[config.mk]
export PLATFORM = sky130hd
export DESIGN_NAME = panel_key_input_flat
export DESIGN_NICKNAME = d
export VERILOG_FILES = /design/src/rtl/panel_key_input_if.sv /design/src/rtl/panel_key_input.sv /design/src/flat_wrapper.sv
export SDC_FILE = /design/constraint.sdc
export NUM_CORES = 1
export LEC_CHECK = 0
export ABC_AREA = 1
export ABC_CLOCK_PERIOD_IN_PS = 1330
export CORE_MARGIN = 3
export CORE_UTILIZATION = 45
export CTS_CLUSTER_SIZE = 10
export DETAILED_ROUTE_END_ITERATION = 7
export GPL_ROUTABILITY_DRIVEN = 0
export PLACE_DENSITY = 0.72
export REMOVE_ABC_BUFFERS = 1
export SLEW_MARGIN = 15
export SYNTH_ARGS = -nofsm -noshare
export SYNTH_HDL_FRONTEND = slang
export SYNTH_SLANG_ARGS = --single-unit
[constraint.sdc]
create_clock -name cp -period 1.33 [get_ports cp]
set_clock_uncertainty 0.1 [all_clocks]
set_input_delay 0.1995 -clock cp [delete_from_list [all_inputs] [get_ports cp]]
set_output_delay 0.1995 -clock cp [all_outputs]
set_load 0.01 [all_outputs]
[src/rtl/panel_key_input_if.sv]
// panel_key_input_if: panel-side bundle between the key front end and the
// main controller. It carries the raw buttons, the controller state and the
// command pulses. The key front end uses the master modport because it
// drives the commands. The controller/bench side uses the slave modport.
interface panel_key_input_if;
  logic [2:0] state;
  logic       keyPower;
  logic       keyStart;
  logic       keyMode;
  logic       keyLevel;
  logic       powerCmd;
  logic       startCmd;
  logic       modeCmd;
  logic       levelCmd;
  logic       keyLED;

  modport master (
    input  state, keyPower, keyStart, keyMode, keyLevel,
    output powerCmd, startCmd, modeCmd, levelCmd, keyLED
  );

  modport slave (
    output state, keyPower, keyStart, keyMode, keyLevel,
    input  powerCmd, startCmd, modeCmd, levelCmd, keyLED
  );
endinterface

[src/rtl/panel_key_input.sv]
// panel_key_input: front-panel key sampling, debounce, power long-press and
// state-gated single-cycle command pulses toward the main controller.
// Build macro AUTO_REPEAT_EN adds auto-repeat for held mode/level keys.

// One key lane: 2-flop synchronizer followed by a run-length debouncer.
module panel_key_lane #(
  parameter int DEBOUNCE_CYCLES = 20
) (
  input  logic cp,
  input  logic rst_n,
  input  logic key_raw,
  output logic level
);
  localparam int CW = $clog2(DEBOUNCE_CYCLES) + 1;

  logic [1:0]    sync_q, sync_d;
  logic          level_q, level_d;
  logic [CW-1:0] cnt_q, cnt_d;

  // shift the synchronizer; count samples disagreeing with the level, flip on the last one
  always_comb begin
    sync_d  = {sync_q[0], key_raw};
    level_d = level_q;
    cnt_d   = '0;
    if (sync_q[1] != level_q) begin
      if (cnt_q == CW'(DEBOUNCE_CYCLES - 1)) level_d = sync_q[1];
      else                                   cnt_d   = cnt_q + 1'b1;
    end
  end

  // lane state registers
  always_ff @(posedge cp or negedge rst_n) begin
    if (!rst_n) begin
      sync_q  <= '0;
      level_q <= 1'b0;
      cnt_q   <= '0;
    end else begin
      sync_q  <= sync_d;
      level_q <= level_d;
      cnt_q   <= cnt_d;
    end
  end

  assign level = level_q;
endmodule

module panel_key_input #(
  parameter int DEBOUNCE_CYCLES   = 20,
  parameter int LONG_PRESS_CYCLES = 1000,
  parameter int REPEAT_CYCLES     = 250
) (
  input logic               cp,
  input logic               rst_n,
  panel_key_input_if.master bus
);
  localparam int NUM_LANES = 4;
  // lane order doubles as priority order: higher index wins
  localparam int K_PWR = 3;
  localparam int K_STA = 2;
  localparam int K_MOD = 1;
  localparam int K_LVL = 0;
  localparam int HW    = $clog2(LONG_PRESS_CYCLES) + 1;

  typedef enum logic [2:0] {
    ST_SHUTDOWN = 3'd0,
    ST_BEGIN    = 3'd1,
    ST_SET      = 3'd2,
    ST_RUN      = 3'd3,
    ST_ERROR    = 3'd4,
    ST_PAUSE    = 3'd5,
    ST_FINISH   = 3'd6
  } ctl_state_e;

  if (DEBOUNCE_CYCLES < 2 || LONG_PRESS_CYCLES <= DEBOUNCE_CYCLES || REPEAT_CYCLES < 1) begin : g_param_chk
    $error("panel_key_input: illegal parameter combination");
  end

  logic [NUM_LANES-1:0] key_raw, level;
  logic [NUM_LANES-1:0] evt, allow, cand;
  logic [NUM_LANES-1:0] cmd_q, cmd_d;
  logic [2:0]           prev_q, prev_d;
  logic [HW-1:0]        hold_q, hold_d;
  logic                 reach_q, reach_d;
  logic                 led_q, led_d;
  logic [1:0]           rep_evt;   // [1] mode, [0] level

  assign key_raw = {bus.keyPower, bus.keyStart, bus.keyMode, bus.keyLevel};

  for (genvar g = 0; g < NUM_LANES; g++) begin : g_lane
    panel_key_lane #(.DEBOUNCE_CYCLES(DEBOUNCE_CYCLES)) u_lane (
      .cp      (cp),
      .rst_n   (rst_n),
      .key_raw (key_raw[g]),
      .level   (level[g])
    );
  end

`ifdef AUTO_REPEAT_EN
  localparam int RW = $clog2(REPEAT_CYCLES) + 1;
  logic [1:0][RW-1:0] rep_q, rep_d;

  // repeat phase runs 1..REPEAT_CYCLES while held; the top of the phase is a repeat
  always_comb begin
    for (int i = 0; i < 2; i++) begin
      rep_d[i] = '0;
      if (level[i]) rep_d[i] = (rep_q[i] == RW'(REPEAT_CYCLES)) ? RW'(1) : rep_q[i] + 1'b1;
    end
    rep_evt[1] = level[K_MOD] && (rep_q[1] == RW'(REPEAT_CYCLES));
    // a held mode key owns the repeat; level stays silent meanwhile
    rep_evt[0] = level[K_LVL] && !level[K_MOD] && (rep_q[0] == RW'(REPEAT_CYCLES));
  end

  // repeat phase registers
  always_ff @(posedge cp or negedge rst_n) begin
    if (!rst_n) rep_q <= '0;
    else        rep_q <= rep_d;
  end
`else
  assign rep_evt = '0;
`endif

  // power hold counter saturates one short of the limit; reach pulses once on arrival
  always_comb begin
    hold_d = '0;
    if (level[K_PWR])
      hold_d = (hold_q == HW'(LONG_PRESS_CYCLES - 1)) ? hold_q : hold_q + 1'b1;
    reach_d = level[K_PWR] && (hold_q == HW'(LONG_PRESS_CYCLES - 2));
  end

  // raw events: power long-press, rising edges of the others, plus repeats
  always_comb begin
    prev_d     = level[2:0];
    evt        = {reach_q & level[K_PWR], level[2:0] & ~prev_q};
    evt[K_MOD] = evt[K_MOD] | rep_evt[1];
    evt[K_LVL] = evt[K_LVL] | rep_evt[0];
  end

  // gate by the current controller state, keep only the highest-priority survivor
  always_comb begin
    allow = '0;
    case (bus.state)
      ST_BEGIN, ST_SET:            allow = 4'b1111;
      ST_RUN, ST_PAUSE, ST_FINISH: allow = 4'b1100;
      default:                     allow = 4'b1000;  // shutDown, error, 7
    endcase
    cand  = evt & allow;
    cmd_d = '0;
    if      (cand[K_PWR]) cmd_d[K_PWR] = 1'b1;
    else if (cand[K_STA]) cmd_d[K_STA] = 1'b1;
    else if (cand[K_MOD]) cmd_d[K_MOD] = 1'b1;
    else if (cand[K_LVL]) cmd_d[K_LVL] = 1'b1;
    led_d = |level;
  end

  // event, hold and output registers
  always_ff @(posedge cp or negedge rst_n) begin
    if (!rst_n) begin
      prev_q  <= '0;
      hold_q  <= '0;
      reach_q <= 1'b0;
      cmd_q   <= '0;
      led_q   <= 1'b0;
    end else begin
      prev_q  <= prev_d;
      hold_q  <= hold_d;
      reach_q <= reach_d;
      cmd_q   <= cmd_d;
      led_q   <= led_d;
    end
  end

  assign bus.powerCmd = cmd_q[K_PWR];
  assign bus.startCmd = cmd_q[K_STA];
  assign bus.modeCmd  = cmd_q[K_MOD];
  assign bus.levelCmd = cmd_q[K_LVL];
  assign bus.keyLED   = led_q;
endmodule
[src/flat_wrapper.sv]
// flat-port wrapper written by rule: the top's interface ports become plain ports
module panel_key_input_flat 
#(
  parameter int DEBOUNCE_CYCLES   = 20,
  parameter int LONG_PRESS_CYCLES = 1000,
  parameter int REPEAT_CYCLES     = 250
)
  (cp, rst_n, bus_state, bus_keyPower, bus_keyStart, bus_keyMode, bus_keyLevel, bus_powerCmd, bus_startCmd, bus_modeCmd, bus_levelCmd, bus_keyLED);
  panel_key_input_if bus_i ();
  input logic cp;
  input logic rst_n;
  input wire logic [$bits(bus_i.state)-1:0] bus_state;
  input wire logic [$bits(bus_i.keyPower)-1:0] bus_keyPower;
  input wire logic [$bits(bus_i.keyStart)-1:0] bus_keyStart;
  input wire logic [$bits(bus_i.keyMode)-1:0] bus_keyMode;
  input wire logic [$bits(bus_i.keyLevel)-1:0] bus_keyLevel;
  output wire logic [$bits(bus_i.powerCmd)-1:0] bus_powerCmd;
  output wire logic [$bits(bus_i.startCmd)-1:0] bus_startCmd;
  output wire logic [$bits(bus_i.modeCmd)-1:0] bus_modeCmd;
  output wire logic [$bits(bus_i.levelCmd)-1:0] bus_levelCmd;
  output wire logic [$bits(bus_i.keyLED)-1:0] bus_keyLED;
  assign bus_i.state = bus_state;
  assign bus_i.keyPower = bus_keyPower;
  assign bus_i.keyStart = bus_keyStart;
  assign bus_i.keyMode = bus_keyMode;
  assign bus_i.keyLevel = bus_keyLevel;
  assign bus_powerCmd = bus_i.powerCmd;
  assign bus_startCmd = bus_i.startCmd;
  assign bus_modeCmd = bus_i.modeCmd;
  assign bus_levelCmd = bus_i.levelCmd;
  assign bus_keyLED = bus_i.keyLED;
  panel_key_input #(.DEBOUNCE_CYCLES(DEBOUNCE_CYCLES), .LONG_PRESS_CYCLES(LONG_PRESS_CYCLES), .REPEAT_CYCLES(REPEAT_CYCLES)) u_core (.cp(cp), .rst_n(rst_n), .bus(bus_i));
endmodule
==> impl.org, run 1 <==
** Outcome
- Outcome :: complete, no violations

** Drt
- The routed design has 3.72 mm of wire.
- In the routed layout, each cell is associated on average with a via count of 4.80.
- Dividing the detail-routed wire length by the instance count gives about 10 µm.
- Detailed routing inserted a total of 1,732 vias.
- In this run the remaining antenna-violating nets after routing total 0.
- Length of the first detailed-routing pass in iterations :: 4
- For this block, the initial DRC count from the detailed router was 85.
- DRC errors left :: 0

** Synth
- Cell Area, Synth :: ~2400 µm²
- Biggest area contributors in the synthesized netlist :: sky130_fd_sc_hd__dfrtp_1 (57%), sky130_fd_sc_hd__nor2_1 (7.5%), sky130_fd_sc_hd__nand2_1 (7.1%)
- After synthesis, the netlist uses 23 different library cells.
- Share of the synthesized area in the top cell type :: 0.573
- Number of synthesized register bits :: 56
- Of all cell types, the one taking the most synthesized area is sky130_fd_sc_hd__dfrtp_1.
- Proportion of synthesized chip area in sequential cells :: 0.573
- In the synthesized netlist, the number of instances is 265.
- A synthesized cell averages 9.23 µm².
- For this run, the number of Yosys warnings is 0.

** Place
- Placed wire-length estimate :: 2.68 mm
- Count of input and output buffers :: 13
- Placed cells :: 352
- OpenSTA, run right after detailed placement, puts the worst setup slack at -0.125 ns.

** STA
- Minimum clock period after layout :: 1.27 ns
- Worst Setup Slack, final :: around 0.065 ns
- Endpoints failing setup :: 0
- Actual transition at the worst max-transition pin :: 0.308 ns
- Headroom to the max-slew limit came out at 0.795.
- Unrepaired setup endpoints after global routing :: true
- The number of failing hold endpoints at the final stage was 0.
- Dividing the final minimum period by the clock period gives 0.951.
- For this run, the top clock speed supported by timing is 0.790 GHz.
- The number of max-slew violations in the final report is 0.

** Floorplan
- Die Ht :: 79.7 µm
- Overall die width :: 79.7 µm
- In this run the core area contains 26 standard-cell rows.
- The floorplan step defined a die boundary enclosing ~6400 µm².
- Area of the placeable core :: 5170 µm²
- Starting density of the core :: 0.473
- 14 I/O pins were placed.

** CTS
- Register clock-pin slew on the reported worst setup and hold paths :: roughly 0.09 ns
- Clock sinks :: 56
- Maximum clock path buffer count :: 2
- CTS placed an instance of sky130_fd_sc_hd__clkbuf_8 at the clock tree root.
- TritonCTS created 5 clock buffers.
- TritonCTS built the clock tree.
- Clk_lat worst skew :: 0.30 ns
- The H-tree generated during clock tree synthesis spans 2 levels.
- After clock tree synthesis, the setup repair step added 0 buffers.

** GRT
- Wire length of the first global-routing pass :: 6.99 mm
- Across every metal layer, demand over resource in global routing totals 0.139.
- The via count of the first global-routing pass is between 1,500 and 2,000.
- Entering global routing, the biggest net connects 57 pins.
- The initial antenna violation count came to 0.
- For this run the aggregate overflow at the end of global routing stands at 0.

** Setup path
- Endpoint type of the worst setup path :: flip-flop
- Critical path peak fanout :: 4
- Crit path arrival time :: about 1.4 ns
- STA classifies the critical path startpoint as a flip-flop.
- Data required time of the critical path :: 1.44 ns
- The critical path is of the flip-flop to flip-flop type.

** Cells and area
- 0 antenna diodes ended up in the layout.
- The final layout contains 305 nets.
- Area Overhead vs Synth :: 15.5%
- Of the cells placed in the final design, the portion with a size suffix greater than 1 is 0.0997.
- Layout Cells excl Fill :: 361

** Job
- Max-cap violations in this run came to 0.

** Power
- In this run the power density over the cells is between 1000 and 1500 nW/µm².
- Across the VDD grid, the largest voltage drop is 0.517 mV.
- Static power due to leakage :: 0.00138 µW

** Hold path
- Worst min-delay path category :: primary input to flip-flop
[cell usage after synthesis]
library cell / n
sky130_fd_sc_hd__xor2_1: 8
sky130_fd_sc_hd__nand2_2: 1
sky130_fd_sc_hd__nand4_1: 8
sky130_fd_sc_hd__nand3_1: 21
sky130_fd_sc_hd__nor3_1: 1
sky130_fd_sc_hd__nand3_2: 3
sky130_fd_sc_hd__xnor2_1: 5
sky130_fd_sc_hd__a21oi_1: 8
sky130_fd_sc_hd__nor2_2: 5
sky130_fd_sc_hd__inv_1: 34
sky130_fd_sc_hd__o21ai_0: 4
sky130_fd_sc_hd__nand2_1: 46
sky130_fd_sc_hd__buf_2: 1
sky130_fd_sc_hd__nand3b_1: 1
sky130_fd_sc_hd__a21oi_2: 1
sky130_fd_sc_hd__nor2_1: 49
sky130_fd_sc_hd__nor4_1: 1
sky130_fd_sc_hd__nor3b_2: 2
sky130_fd_sc_hd__nor2_4: 1
sky130_fd_sc_hd__ha_1: 6
sky130_fd_sc_hd__dfrtp_1: 56
sky130_fd_sc_hd__nor3b_1: 2
sky130_fd_sc_hd__inv_2: 1
[registers in the layout, summed over array words and instances (netlist names)]
signal,flops
u_core.bus.keyLED,1
u_core.reach_q,1
u_core.g_lane.u_lane.cnt_q,24
u_core.g_lane.u_lane.level,4
u_core.g_lane.u_lane.sync_q,8
u_core.prev_q,3
u_core.hold_q,11
u_core.cmd_q,4
[logic make-up after synthesis]
logic type      Yosys count  synth area share
compound gates           13            0.0281
xor+xnor                 13            0.0466
fa+ha+maj                 6            0.0307
buf+inv                  36            0.0558
flops                    56             0.573
simple gates            141             0.266
[timing repair]
item	in CTS	in global routing
hold endpoints to repair	56	0
cloned	0	0
gates resized for setup	5	5
setup endpoints to repair	5	9
hold buffers	1	0
[final timing paths]
path | startpoint | to | slack, ns | cells past startpoint
worst min register to register | u_core.g_lane[3].u_lane.sync_q[0] | u_core.g_lane[3].u_lane.sync_q[1] | 0.26 | 0
max in group asynchronous | rst_n | u_core.g_lane[0].u_lane.cnt_q[1] | 0.59 | 3
worst max register to register | u_core.hold_q[0] | u_core.reach_q | 0.06 | 5
min in group asynchronous | rst_n | u_core.g_lane[1].u_lane.cnt_q[1] | 0.31 | 3
worst max-delay path | u_core.hold_q[0] | u_core.reach_q | 0.06 | 5
worst min-delay path | bus_keyMode | u_core.g_lane[1].u_lane.sync_q[0] | 0.23 | 1
[stage by stage]
stage / setup TNS (ns) / total power (µW) / hold slack [ns] / utilization / area (µm²)
floorplan: 0 / 1870 / -0.196 / - / 2440
global placement: -0.145 / 1950 / 0.119 / 0.522 / 2700
detailed placement: -0.274 / 1950 / 0.117 / 0.522 / 2700
CTS: 0 / 2910 / 0.216 / 0.541 / 2800
global route: -0.0847 / 3020 / 0.216 / 0.546 / 2820
finish: 0 / 2870 / 0.225 / 0.546 / 2820
[cell usage in the layout, fill, tap and decap left out, drive strengths merged, types with 4 or more instances in the layout]
master and instances:
nand3 24, xor2 8, nand2 47, o21ai 4, nand4 8, clkbuf 7
dlygate4sd2 5, ha 6, dfrtp 56, a21oi 9, nor2 55, nor3b 4
xnor2 5, buf 6, clkdlybuf4s50 7, inv 35
[worst max-delay path, cell delays in order, from the launching register on]
cell and delay (ns):
sky130_fd_sc_hd__dfrtp_1 0.39, sky130_fd_sc_hd__buf_4 0.15, sky130_fd_sc_hd__inv_1 0.07, sky130_fd_sc_hd__ha_1 0.15
sky130_fd_sc_hd__nand2_1 0.05, sky130_fd_sc_hd__nor4_1 0.26
[layer usage]
metal / track usage / up-vias / routed length (µm)
li1: - / 886 / -
met1: 0.176 / 818 / 1730
met2: 0.231 / 21 / 1790
met3: 0.0384 / 7 / 136
met4: 0.0464 / 0 / 58
met5: 0 / - / 0
[layout make-up]
class / instances / area [µm²]
timing repair buffer: 19 / 179
tap: 70 / 87.6
clock buffer: 7 / 86.3
inverter: 35 / 131
sequential: 56 / 1400
multi-input combinational: 173 / 930
clock inverter: 1 / 7.51
fill: 459 / 2350
[where the power goes]
group	total (µW)	internal, µW	switching (µW)
sequential	1770	1740	28.2
combinational	146	64.6	81.3
clock	950	424	526
Note: power is estimated with default switching activity, not from simulation.
==> inputs of run 2 (changes only) <==
Settings changed: TNS_END_PERCENT set to 100.
==> results of run 2 <==
Same layout as run 1: the final DEF is identical, and so are final timing and power.
==> inputs of run 3 (changes only) <==
Settings changed: CORE_UTILIZATION 45 to 40, PLACE_DENSITY 0.72 to 0.66, SYNTH_HIERARCHICAL set to 1.
==> impl.org, run 3 <==
** Outcome
- The flow ran to the end, and the final reports show no timing, DRC or antenna violations.

** Job
- The number of maximum-capacitance violations is 0 (unchanged).

** STA
- Unrepaired setup endpoints after global routing :: false
- Minimum clock period after layout :: 1.26 ns (-0.00462 ns)
- The highest clock frequency the design can meet was 0.793 GHz (+0.37%).
- The post-route clock period utilization is 0.948 (-0.00348).
- The number of max-slew violations in the final report came to 0 (unchanged).
- The number of failing hold endpoints at the final stage is 0 (unchanged).
- Worst slew slack as a fraction of its limit :: 0.806 (+0.0111)
- The number of setup violations in the final report is 0 (unchanged).
- Actual transition at the worst max-transition pin :: 0.291 ns (-0.0167 ns)
- The final hold slack came to 0.229 ns (+0.00345 ns).

** Place
- Count of input and output buffers :: 13 (unchanged)
- Placed cells :: 375 (+6.5%)
- The area after detailed placement was 2870 µm² (+6.1%).
- Placed wire-length estimate :: 2.81 mm (+4.8%)

** CTS
- The tree is rooted in a sky130_fd_sc_hd__clkbuf_8.
- The post-CTS setup buffer count is 0 (unchanged).
- The number of buffers on the longest clock path is 2 (unchanged).
- TritonCTS buffer count :: 5 (unchanged)
- The clock net sink count came to 56 (unchanged).
- Register clock-pin slew on the reported worst setup and hold paths :: 0.09 ns (about the same)
- TritonCTS clock tree :: done
- The worst-skew pair later-pin latency is 0.30 ns (about the same).
- Maximum level of the CTS H-tree :: 2 (unchanged)

** Setup path
- Launching element type of the critical path :: flip-flop
- Path type of the worst setup path :: flip-flop to output port
- Ordered cell list for the critical path :: dlygate4sd2_1
- Data required time of the critical path :: 1.03 ns (-0.41 ns)
- The maximum cell stage delay along the critical path is 0.38 ns (about the same).
- STA classifies the critical path endpoint as an output port.
- The largest individual stage delay along the critical path comes from the cell sky130_fd_sc_hd__dfrtp_1.
- Crit path buf inv count :: 1 (-1)
- Crit path arrival time :: 0.96 ns (-0.41 ns)
- Broken down by cell family, the worst path's largest delay share belongs to flip-flops.
- Critical path peak fanout :: 1 (-3)

** Drt
- The remaining antenna violation count after routing was 0 (unchanged).
- Via count normalized by instance count :: 4.69 (-2.3%)
- Length of the first detailed-routing pass in iterations :: 4 (unchanged)
- The via count is 1,795 (+3.6%).
- The initial DRC count is 65 (-24%).
- The post-detailed-route DRC marker count was 0 (unchanged).
- Final routed wirelength across all metal layers :: 3.88 mm (+4.2%)
- WL/cell :: 10.1 µm (-1.8%)

** Floorplan
- Area of the placeable core :: 6100 µm² (+18%)
- Overall die width :: 86.5 µm (+8.5%)
- Starting density of the core :: 0.425 (-0.0474)
- Overall die area :: 7480 µm² (+18%)
- The number of standard-cell rows in the floorplan is 28 (+7.7%).
- The I/O pin total came to 14 (unchanged).
- The die extent in y came to 86.5 µm (+8.5%).

** Power
- The worst supply voltage drop on vdd was 0.671 mV (+30%).
- The post-layout total power came to 3200 µW (+12%).
- Static power due to leakage :: 0.00145 µW (+5.1%)
- Power density normalized to cell area :: 1060 nW/µm² (+4.4%)

** Cells and area
- # diodes :: 0 (unchanged)
- Area Overhead vs Synth :: 16.3%
- Proportion of layout cells with a drive suffix above 1 :: 0.159 (+0.0594)
- In the layout the commonest cells are sky130_fd_sc_hd__dfrtp_1 (54), sky130_fd_sc_hd__nor2_1 (45), sky130_fd_sc_hd__nand2_1 (42).
- Commonest non-fill, non-tap cell in the layout :: sky130_fd_sc_hd__dfrtp_1
- The fill cell total of the finished layout is 568 (+24%).
- The flip-flop count of the largest register, all copies and words added is 24 (unchanged).
- The largest registers in the layout are u_core/g_lane.u_lane/cnt_q x24, u_core/hold_q x11, u_core/g_lane.u_lane/sync_q x8.
- Counting flops per register, the top entry is u_core/g_lane.u_lane/cnt_q.
- Layout Cells excl Fill :: 383 (+6.1%)
- Final Instance Area :: 3020 µm² (+6.8%)
- The total number of nets in the final design came to 323 (+5.9%).

** GRT
- The via count of the first global-routing pass came to 1,724 (+4.3%).
- Largest net degree at the start of global routing :: 57 (unchanged)
- The total global routing overflow is 0 (unchanged).
- The initial antenna violation count came to 0 (unchanged).
- Wire length of the first global-routing pass :: 7.13 mm (+2.0%)
- Global router's overall resource usage :: 0.119 (-0.0201)

** Synth
- Cell Area, Synth :: 2590 µm² (+6.0%)
- The post-synthesis area per instance is 9.23 µm² (about the same).
- The most used flip-flop cell after synthesis is sky130_fd_sc_hd__dfrtp_1.
- The share of the synthesized area in the top cell type is 0.541 (-0.0326).
- The number of synthesized flops with an enable pin came to 0 (unchanged).
- Biggest area contributors in the synthesized netlist :: sky130_fd_sc_hd__dfrtp_1 (54%), sky130_fd_sc_hd__nor2_1 (6.7%), sky130_fd_sc_hd__nand2_1 (6.2%)
- The count of warnings emitted by yosys came to 6 (+6).
- The synthesized instance count came to 281 (+6.0%).
- The share of synthesized area occupied by flip-flops and latches came to 0.541 (-0.0326).
- Number of synthesized register bits :: 56 (unchanged)
- Most used standard cells in the synthesized netlist :: sky130_fd_sc_hd__dfrtp_1 (56), sky130_fd_sc_hd__nor2_1 (46), sky130_fd_sc_hd__nand2_1 (43)
- The synthesized design spends more area on one cell type than any other, namely sky130_fd_sc_hd__dfrtp_1.
- By instance count, the leading cell after synthesis is sky130_fd_sc_hd__dfrtp_1.
- The distinct cell type count after synthesis is 23 (unchanged).
- The fraction of registers with async set/reset was 1.00 (unchanged).

** Hold path
- In this run the worst hold path is classified as primary input to flip-flop.
run 3: cell count changes after synthesis, sizes merged, moves of 2 or more:
cell,delta
inv,+6
a21oi,-4
nor3b,-4
o21bai,+4
nand3,+3
nor3,+3
xnor2,+3
nand2,+2
run 3: metrics by stage:
step / setup TNS [ns] / setup slack [ns] / util
after global placement: -0.123 / -0.0616 / 0.470
after global routing: 0 / 0.0000993 / 0.495
after detailed placement: -0.220 / -0.104 / 0.470
after floorplan: 0 / 0.0358 / -
after CTS: 0 / 0.00639 / 0.492
final: 0 / 0.0692 / 0.495
run 3: repair_timing:
action	in CTS	in global routing
hold endpoints to repair	56	0
resized for setup	5	7
endpoints found under the setup margin	5	7
pin swaps	0	6
hold buffers	1	0
gates cloned	0	0
run 3: layout make-up:
class / instances / area (µm²) / share of cell area
Timing Repair Buffer: 22 / 201 / 0.0668
Tap cell: 75 / 93.8 / 0.0311
Inverter: 41 / 154 / 0.0510
Clock buffer: 5 / 68.8 / 0.0228
Multi-Input combinational cell: 182 / 1030 / 0.343
Sequential cell: 56 / 1400 / 0.466
Clock inverter: 2 / 60.1 / 0.0199
run 3: report_power, final:
group / internal [µW] / switching, µW
combinational: 75.6 / 87.8
sequential: 1740 / 41.3
clock: 741 / 510
total: 2560 / 640
run 3: kinds of logic after synthesis:
| group | Yosys count | synth area share |
|---|---|---|
| AND/OR/NAND/NOR | 144 | 0.268 |
| flip-flops | 56 | 0.541 |
| buffers and inverters | 43 | 0.0656 |
| XOR/XNOR | 17 | 0.0574 |
| AO/OA/AOI/OAI | 15 | 0.0396 |
| adder cells (fa/ha/maj) | 6 | 0.0290 |
run 3: final timing paths:
check | from | endpoint | slack [ns] | cells after the start
setup / recovery | u_core/bus.keyLED | bus_keyLED | 0.07 | 1
hold / removal | bus_keyMode | u_core/g_lane[1].u_lane/sync_q[0] | 0.23 | 1
setup reg to reg | u_core/g_lane[1].u_lane/cnt_q[0] | u_core/g_lane[1].u_lane/cnt_q[4] | 0.09 | 4
hold reg to reg | u_core/g_lane[1].u_lane/sync_q[0] | u_core/g_lane[1].u_lane/sync_q[1] | 0.26 | 0
min in group asynchronous | rst_n | u_core/hold_q[6] | 0.32 | 3
max in group asynchronous | rst_n | u_core/hold_q[2] | 0.55 | 3
run 3: per-layer routing:
metal | share of wire | track usage
met4 | 0.012 | 0.0425
met3 | 0.033 | 0.0257
met2 | 0.46 | 0.195
met1 | 0.49 | 0.157
met5 | 0 | 0
